**config.mk**
```make
export PLATFORM = sky130hd
export DESIGN_NAME = peak_detector
export DESIGN_NICKNAME = d
export VERILOG_FILES = /design/src/rtl/peak_detector.sv
export SDC_FILE = /design/constraint.sdc
export NUM_CORES = 1
export LEC_CHECK = 0
export CORE_ASPECT_RATIO = 0.6
export CORE_MARGIN = 2
export CORE_UTILIZATION = 59
export DETAILED_ROUTE_END_ITERATION = 10
export MAX_ROUTING_LAYER = met4
export PLACE_DENSITY = 0.84
export SKIP_LAST_GASP = 1
export SYNTH_ARGS = -nofsm -noshare
export SYNTH_HDL_FRONTEND = slang
export SYNTH_SLANG_ARGS = --single-unit
```
**constraint.sdc**
```tcl
create_clock -name clk -period 16.3 [get_ports clk]
set_input_delay 1.63 -clock clk [delete_from_list [all_inputs] [get_ports clk]]
set_output_delay 1.63 -clock clk [all_outputs]
set_load 0.05 [all_outputs]
```
**src/rtl/peak_detector.sv**
```systemverilog
// Pulse peak detector: threshold trigger, strict-max tracking with timestamp, pile-up flag,
// programmable dead time and saturating event/reject counters.
module peak_detector #(
  parameter int DATA_WIDTH = 16,
  parameter int TIME_WIDTH = 32,
  parameter int MAX_WIDTH  = 255,
  parameter int CNT_WIDTH  = 16
) (
  input  logic                         clk,
  input  logic                         reset,
  input  logic signed [DATA_WIDTH-1:0] input_data,
  input  logic signed [DATA_WIDTH-1:0] threshold,
  input  logic        [7:0]            dead_time,
  output logic                         peak_valid,
  output logic signed [DATA_WIDTH-1:0] peak_amplitude,
  output logic        [TIME_WIDTH-1:0] peak_time,
  output logic                         pile_up,
  output logic                         busy,
  output logic        [CNT_WIDTH-1:0]  event_count,
  output logic        [CNT_WIDTH-1:0]  reject_count
);

  localparam int WCW = $clog2(MAX_WIDTH + 1);

  typedef enum logic [1:0] {StIdle, StArmed, StHoldoff} state_e;

  state_e                         state_q, state_d;
  logic signed [DATA_WIDTH-1:0]   sample_q;
  logic        [TIME_WIDTH-1:0]   sample_ts_q;
  logic        [TIME_WIDTH-1:0]   ts_q;
  logic                           above_prev_q;
  logic signed [DATA_WIDTH-1:0]   max_q, max_d;
  logic        [TIME_WIDTH-1:0]   max_ts_q, max_ts_d;
  logic        [WCW-1:0]          width_q, width_d;
  logic        [7:0]              dt_q, dt_d;
  logic                           emit_q, emit_d;
  logic                           emit_pile_q, emit_pile_d;
  logic                           reject_inc;
  logic                           above;

  logic                           peak_valid_q;
  logic signed [DATA_WIDTH-1:0]   peak_amp_q;
  logic        [TIME_WIDTH-1:0]   peak_time_q;
  logic                           pile_up_q;
  logic        [CNT_WIDTH-1:0]    event_q;
  logic        [CNT_WIDTH-1:0]    reject_q;

  assign above = sample_q > threshold;

  always_comb begin
    state_d     = state_q;
    max_d       = max_q;
    max_ts_d    = max_ts_q;
    width_d     = width_q;
    dt_d        = dt_q;
    emit_d      = 1'b0;
    emit_pile_d = 1'b0;
    reject_inc  = 1'b0;
    unique case (state_q)
      StIdle: begin
        if (above) begin
          state_d  = StArmed;
          max_d    = sample_q;
          max_ts_d = sample_ts_q;
          width_d  = WCW'(1);
        end
      end
      StArmed: begin
        if (!above || (width_q == WCW'(MAX_WIDTH))) begin
          // Exit sample is never compared into the running maximum.
          emit_d      = 1'b1;
          emit_pile_d = above;
          dt_d        = dead_time;
          state_d     = (dead_time == 8'd0) ? StIdle : StHoldoff;
        end else begin
          width_d = width_q + 1'b1;
          if (sample_q > max_q) begin
            max_d    = sample_q;
            max_ts_d = sample_ts_q;
          end
        end
      end
      StHoldoff: begin
        reject_inc = above && !above_prev_q;
        if (dt_q <= 8'd1) begin
          state_d = StIdle;
        end else begin
          dt_d = dt_q - 8'd1;
        end
      end
      default: state_d = StIdle;
    endcase
  end

  always_ff @(posedge clk or posedge reset) begin
    if (reset) begin
      state_q      <= StIdle;
      sample_q     <= '0;
      sample_ts_q  <= '0;
      ts_q         <= '0;
      above_prev_q <= 1'b0;
      max_q        <= '0;
      max_ts_q     <= '0;
      width_q      <= '0;
      dt_q         <= '0;
      emit_q       <= 1'b0;
      emit_pile_q  <= 1'b0;
    end else begin
      state_q      <= state_d;
      sample_q     <= input_data;
      sample_ts_q  <= ts_q;
      ts_q         <= ts_q + 1'b1;
      above_prev_q <= above;
      max_q        <= max_d;
      max_ts_q     <= max_ts_d;
      width_q      <= width_d;
      dt_q         <= dt_d;
      emit_q       <= emit_d;
      emit_pile_q  <= emit_pile_d;
    end
  end

  // Report stage: outputs hold between emits, only peak_valid strobes.
  always_ff @(posedge clk or posedge reset) begin
    if (reset) begin
      peak_valid_q <= 1'b0;
      peak_amp_q   <= '0;
      peak_time_q  <= '0;
      pile_up_q    <= 1'b0;
      event_q      <= '0;
      reject_q     <= '0;
    end else begin
      peak_valid_q <= emit_q;
      if (emit_q) begin
        peak_amp_q  <= max_q;
        peak_time_q <= max_ts_q;
        pile_up_q   <= emit_pile_q;
        if (event_q != '1) begin
          event_q <= event_q + 1'b1;
        end
      end
      if (reject_inc && (reject_q != '1)) begin
        reject_q <= reject_q + 1'b1;
      end
    end
  end

  assign peak_valid     = peak_valid_q;
  assign peak_amplitude = peak_amp_q;
  assign peak_time      = peak_time_q;
  assign pile_up        = pile_up_q;
  assign busy           = (state_q != StIdle);
  assign event_count    = event_q;
  assign reject_count   = reject_q;

endmodule

```
* Word-level counts from Yosys, hierarchy flattened *
Cells that the tools add are included.
W data, S select, Z words.

word-level totals
  bits of input ports = 42
  register bits after elaboration = 231
  output and inout port bits = 83

operators by class
  $add $sub $neg = 5
  reduce and logical (&&, ||, !) cells = 15
  equal/unequal tests = 11
  magnitude comparators = 3
  multiplexer cells = 24

operators by type and width
  kind                     count
  $mux W32                 3
  $pmux W32 S2             1
  $mux W16                 3
  $add A16 B1 Y16 const B  2
  $add A32 B1 Y32 const B  1
  $gt A16 B16 Y1           2
  $mux W8                  4
  $ne A16 B16 Y1 const B   2
  $pmux W16 S2             1
  $pmux W8 S2              2
  $ne A2 B2 Y1 const B     6
  $reduce_and A3 Y1        3
  $add A8 B1 Y8 const B    1
  $eq A8 B8 Y1 const B     1
  $le A8 B1 Y1 const B     1
  $logic_not A8 Y1         1
  $mux W2                  4
  $sub A8 B1 Y8 const B    1
  $pmux W2 S3              1
  $reduce_bool A2 Y1       3
  $mux W1                  5
  $reduce_and A4 Y1        1
  $eq A2 B1 Y1 const B     1
  $eq A2 B2 Y1 const B     1
  other kinds (5)          7

* Longest topological paths before layout *
  word-level depth = 5
  gate-level depth with buffers = 11
  mapped depth without buffers = 9

* Least setup slack after synthesis *
No wires, ideal clock.

  kind = input-to-reg
  from = input port threshold[15]
  to = register max_ts_q[0]
  setup time = 0.127 ns
  cell stages on the path = 10
  data required time = 16.173 ns
  path buffers = 2
  arrival time = 3.825 ns
  path slack = 12.347 ns
  path through = inv_1 -> ha_1 -> nand4_1 -> or4_4 -> o2111ai_4 -> nand2_1 -> a21oi_2 -> buf_6 -> buf_6 -> mux2_1

on the way
  cells in the longest elaborated chain, start to end = 5
  elaborated cells on any way between the ends = 6
  classes of those cells = 1 x order compare; 2 x eq/ne; 3 x reduce/logical

RTL lines
  item                           line  text
  from (decl)                    12    input logic signed [DATA_WIDTH-1:0] threshold,
  $gt A16 B16 Y1 *               48    assign above = sample_q > threshold;
  $logic_not A1 Y1               69    if (!above || (width_q == WCW'(MAX_WIDTH))) begin
  $logic_or A1 B1 Y1             69
  $ne A2 B2 Y1 (no line)         -
  $reduce_and A4 Y1 (no line) *  -
  to (signal assigned)           115   max_ts_q <= max_ts_d;
  to (decl)                      33    logic [TIME_WIDTH-1:0] max_ts_q, max_ts_d;

Every way passes the cells marked *; elsewhere a longest branch is shown, timed or not.
A chain may end at the register's enable or synchronous reset.

* Worst setup path after layout *
  from = input port threshold[15]
  to = register max_ts_q[12]

The elaborated chain is that of the path after synthesis.

==> metrics.md <==
| Metric | Value |
|---|---|
| Cell variety after synth | `54` |
| Post-synth EDFFs | `0` |
| TNS Setup | `0 ns` |
| Final #Nets | `just under 1000` |
| Core area | `0.0162 mm²` |
| Die width | `170 µm` |
| Worst-path clk slew | `about 0.07 ns` |
| Clock power share | `between 20% and 30%` |
| First-pass GRT wire length | `around 32 mm` |
| Internal | `1170 µW` |
| Pin count of the biggest net entering global routing | `150` |
| Final Util | `73.4%` |
| Max cap viols | `0` |
| Starting Density | `between 60% and 70%` |
| Fmax | `between 0.2 and 0.25 GHz` |
| RSZ-0062 raised after global routing | `false` |
| GRT Total Usage | `24.4%` |
| Leakage power | `0.00548 µW` |
| Worst vdd ir | `0.143 mV` |
| Syn nets | `850` |
| Top_reg_cell synth | `dfrtp_1` |
| Data arrival, critical path | `5.22 ns` |
| Sw Share | `34.5%` |
| Reg power frac | `41.2%` |
| Vias in the first global route | `approximately 6300` |
| Hold EP | `sample_ts_q[31]$_DFF_PP0_` |
| Slew @ Worst Pin | `0.993 ns` |
| Part of the Yosys area used for sequential elements | `59.5%` |
| Synthesis Warnings | `0` |
| Max clock buf depth | `3` |
| Global route total overflow | `0` |
| R2r endpoint | `max_ts_q[12]$_DFFE_PP0P_` |
| Finish-stage setup viols | `0` |
| DR WL/cell | `approximately 18 µm` |
| Post-CTS setup buffers | `0` |
| Flip-flop and latch count after synthesis | `231` |
| CP endpoint kind | `flip-flop` |
| Crit path launch type | `primary input` |
| PwrDens | `150 mW/mm²` |
| Max-slew violation count | `0` |
| WL final | `approximately 20 mm` |
| R2R cell count | `8` |
| Die ar. | `0.0175 mm²` |
| Crit path kind | `in2reg` |
| Power share of the combinational group | `a little under a third` |
| Area of the mapped netlist | `0.00972 mm²` |
| HP Class | `reg2reg` |
| Clk root buf | `clkbuf_16` |
| Switch Pwr | `just over 600 µW` |
| Initial DRC Count | `approximately 440` |
| CTS tree | `done` |
| Port Buffer Count | `124` |
| Final Wtd Congestion | `0.872` |
| Antenna Violating Nets Remaining | `0` |
| H-tree levels | `1` |
| Vias after detailed routing | `approximately 6300` |
| Min Clock Period, post-route | `slightly below 5 ns` |
| Worst hold path cell count | `0` |
| Final Cycle Share | `29.9%` |
| Worst skew pair latency | `just under 0.5 ns` |
| Non-Filler Instances | `around 1100` |
| Layout cell share with drive strength beyond 1 | `14.1%` |
| Max transition margin | `33.8%` |
| Die height | `103 µm` |
| Via-to-Cell Ratio | `5.63` |
| Boundary Pins | `125` |
| DRC errors left | `0` |
| Required @ worst endpoint | `16.65 ns` |
| Dpl hpwl | `about 14 mm` |
| Hold buffer count at CTS | `0` |
| Flop2flop setup slack | `12.61 ns` |
| Post-Route Skew | `roughly 0.012 ns` |
| HP Start | `ts_q[31]$_DFF_PP0_` |
| Drt first pass iters | `4` |
| Outcome | `finished, final reports clean` |
| CTS Buf Count | `20` |
| Cells after DPL | `1088` |
| Clock Sinks | `about 230` |
| RR Startpoint | `sample_q[15]$_DFF_PP0_` |
| Crit Path Max Fanout | `47` |
| Antenna violations before repair | `0` |
| Syn Area/Cell | `12.6 µm²` |
| Row count | `36` |
| Post-Syn Instances | `just under 800` |
| Final hold violation count | `0` |
| Layout area overhead | `22.1%` |
| Fill cells | `between 1000 and 1500` |
| Post-cts resize count | `0` |
| Async set-or-reset flop fraction in the synthesized netlist | `100%` |
[metrics by stage]
stage          power [µW]  instance area (µm²)  hold WS (ns)  setup slack (ns)
2_1_floorplan        1130                 9720         0.352              8.34
3_3_place_gp         1280                11200         0.375             11.15
3_5_place_dp         1290                11200         0.380             11.04
5_1_grt              1870                11900         0.432             11.33
6_report             1780                11900         0.410             11.43
4_1_cts              1790                11900         0.404             11.52
[metal layers]
metal	global-route usage (%)	vias up	share of wire, %
met5	-	-	0
met4	6.64	0	1.8
met2	35.1	203	44
met3	5.97	30	6.8
met1	35.2	3133	48
li1	-	2960	-
[worst max path at each step]
stage	depth (start not counted)	slack, ns	end	startpoint
after floorplan	1	8.34	above_prev_q$_DFF_PP0_	reset
after global placement	10	11.15	max_q[10]$_DFFE_PP0P_	threshold[15]
after detailed placement	10	11.04	max_ts_q[20]$_DFFE_PP0P_	threshold[15]
after CTS	10	11.52	max_ts_q[15]$_DFFE_PP0P_	threshold[15]
after global routing	10	11.33	max_ts_q[12]$_DFFE_PP0P_	threshold[15]
final	10	11.43	max_ts_q[12]$_DFFE_PP0P_	threshold[15]
[Yosys cell counts (2+ instances only)]
| master | count | share of area, % |
|---|---|---|
| dfrtp_1 | 231 | 59 |
| mux2_2 | 72 | 8.3 |
| nand2_1 | 52 | 2.0 |
| xnor2_1 | 45 | 4.1 |
| inv_1 | 43 | 1.7 |
| ha_1 | 38 | 4.9 |
| nor2_1 | 37 | 1.4 |
| nand3_1 | 30 | 1.5 |
| a21oi_1 | 27 | 1.4 |
| mux2_1 | 27 | 3.1 |
| nand4_1 | 25 | 1.6 |
| and3_1 | 15 | 0.97 |
| o21ai_0 | 14 | 0.72 |
| xor2_1 | 14 | 1.3 |
| nor3_1 | 11 | 0.57 |
| nand2b_1 | 8 | 0.52 |
| clkbuf_1 | 7 | 0.27 |
| buf_1 | 5 | 0.19 |
| nor2b_1 | 5 | 0.32 |
| nor4_1 | 5 | 0.32 |
| or2_2 | 5 | 0.32 |
| a22oi_1 | 4 | 0.31 |
| buf_2 | 4 | 0.21 |
| a21o_1 | 3 | 0.23 |
| a31oi_1 | 3 | 0.19 |
| and4_1 | 3 | 0.27 |
| buf_6 | 3 | 0.35 |
| o211ai_1 | 3 | 0.23 |
| a211o_1 | 2 | 0.18 |
| a211oi_1 | 2 | 0.15 |
| a31o_2 | 2 | 0.18 |
| o22ai_1 | 2 | 0.13 |
| o41ai_1 | 2 | 0.18 |
[final cells by class]
cell class	instances	area, µm²	share of cell area, %
multi-input combinational	477	3680	31.1
clock buffer	27	598	5.04
clock inverter	8	93.8	0.791
tap	209	262	2.20
timing repair buffer	128	1270	10.7
sequential	231	5780	48.7
antenna	1	2.50	0.0211
inverter	43	169	1.42
[cells in the final DEF, fill, tap and decap left out, drive strengths merged, types with 25 or more instances in the layout]
master,count
clkbuf,27
clkdlybuf4s50,124
ha,38
nor2,37
inv,44
mux2,99
nand2,52
xnor2,45
nand4,25
a21oi,28
nand3,30
dfrtp,231
[worst max-delay path, stage by stage]
cell             delay (ns)
clkdlybuf4s50_1        0.45
inv_1                  0.04
ha_1                   0.33
nand4_1                0.18
or4_4                  0.62
o2111ai_4              0.27
nand2_1                0.38
a21oi_4                0.26
buf_4                  0.59
mux2_1                 0.41
[sequential cells by signal (all words and copies together), names as in the netlist, 2 cells and up]
signal,count
dt_q,8
peak_time,32
ts_q,32
state_q,2
max_ts_q,32
max_q,16
width_q,8
reject_count,16
event_count,16
sample_ts_q,32
sample_q,16
peak_amplitude,16
[logic make-up (layout without fill, tap and decap cells)]
kind of cell               count (synthesis)  count (layout)  synth area share [%]
and+or+nand+nor                          204             204                  10.9
other                                      0               1                     0
xor gates and xnor gates                  59              59                  5.32
adders and majority gates                 38              38                  4.89
buffers and inverters                     62             206                  2.68
DFF                                      231             231                  59.5
AOI/OAI and AO/OA                         77              77                  5.30
muxes                                     99              99                  11.5
[power by group through the flow]
stage | logic, µW | registers, µW | clock network [µW]
CTS | 554 | 735 | 503
detailed placement | 550 | 745 | 0
floorplan | 277 | 852 | 0
global placement | 538 | 742 | 0
finish | 553 | 735 | 496
global route | 595 | 747 | 525
No activity file was read; power rests on OpenSTA's default activity.
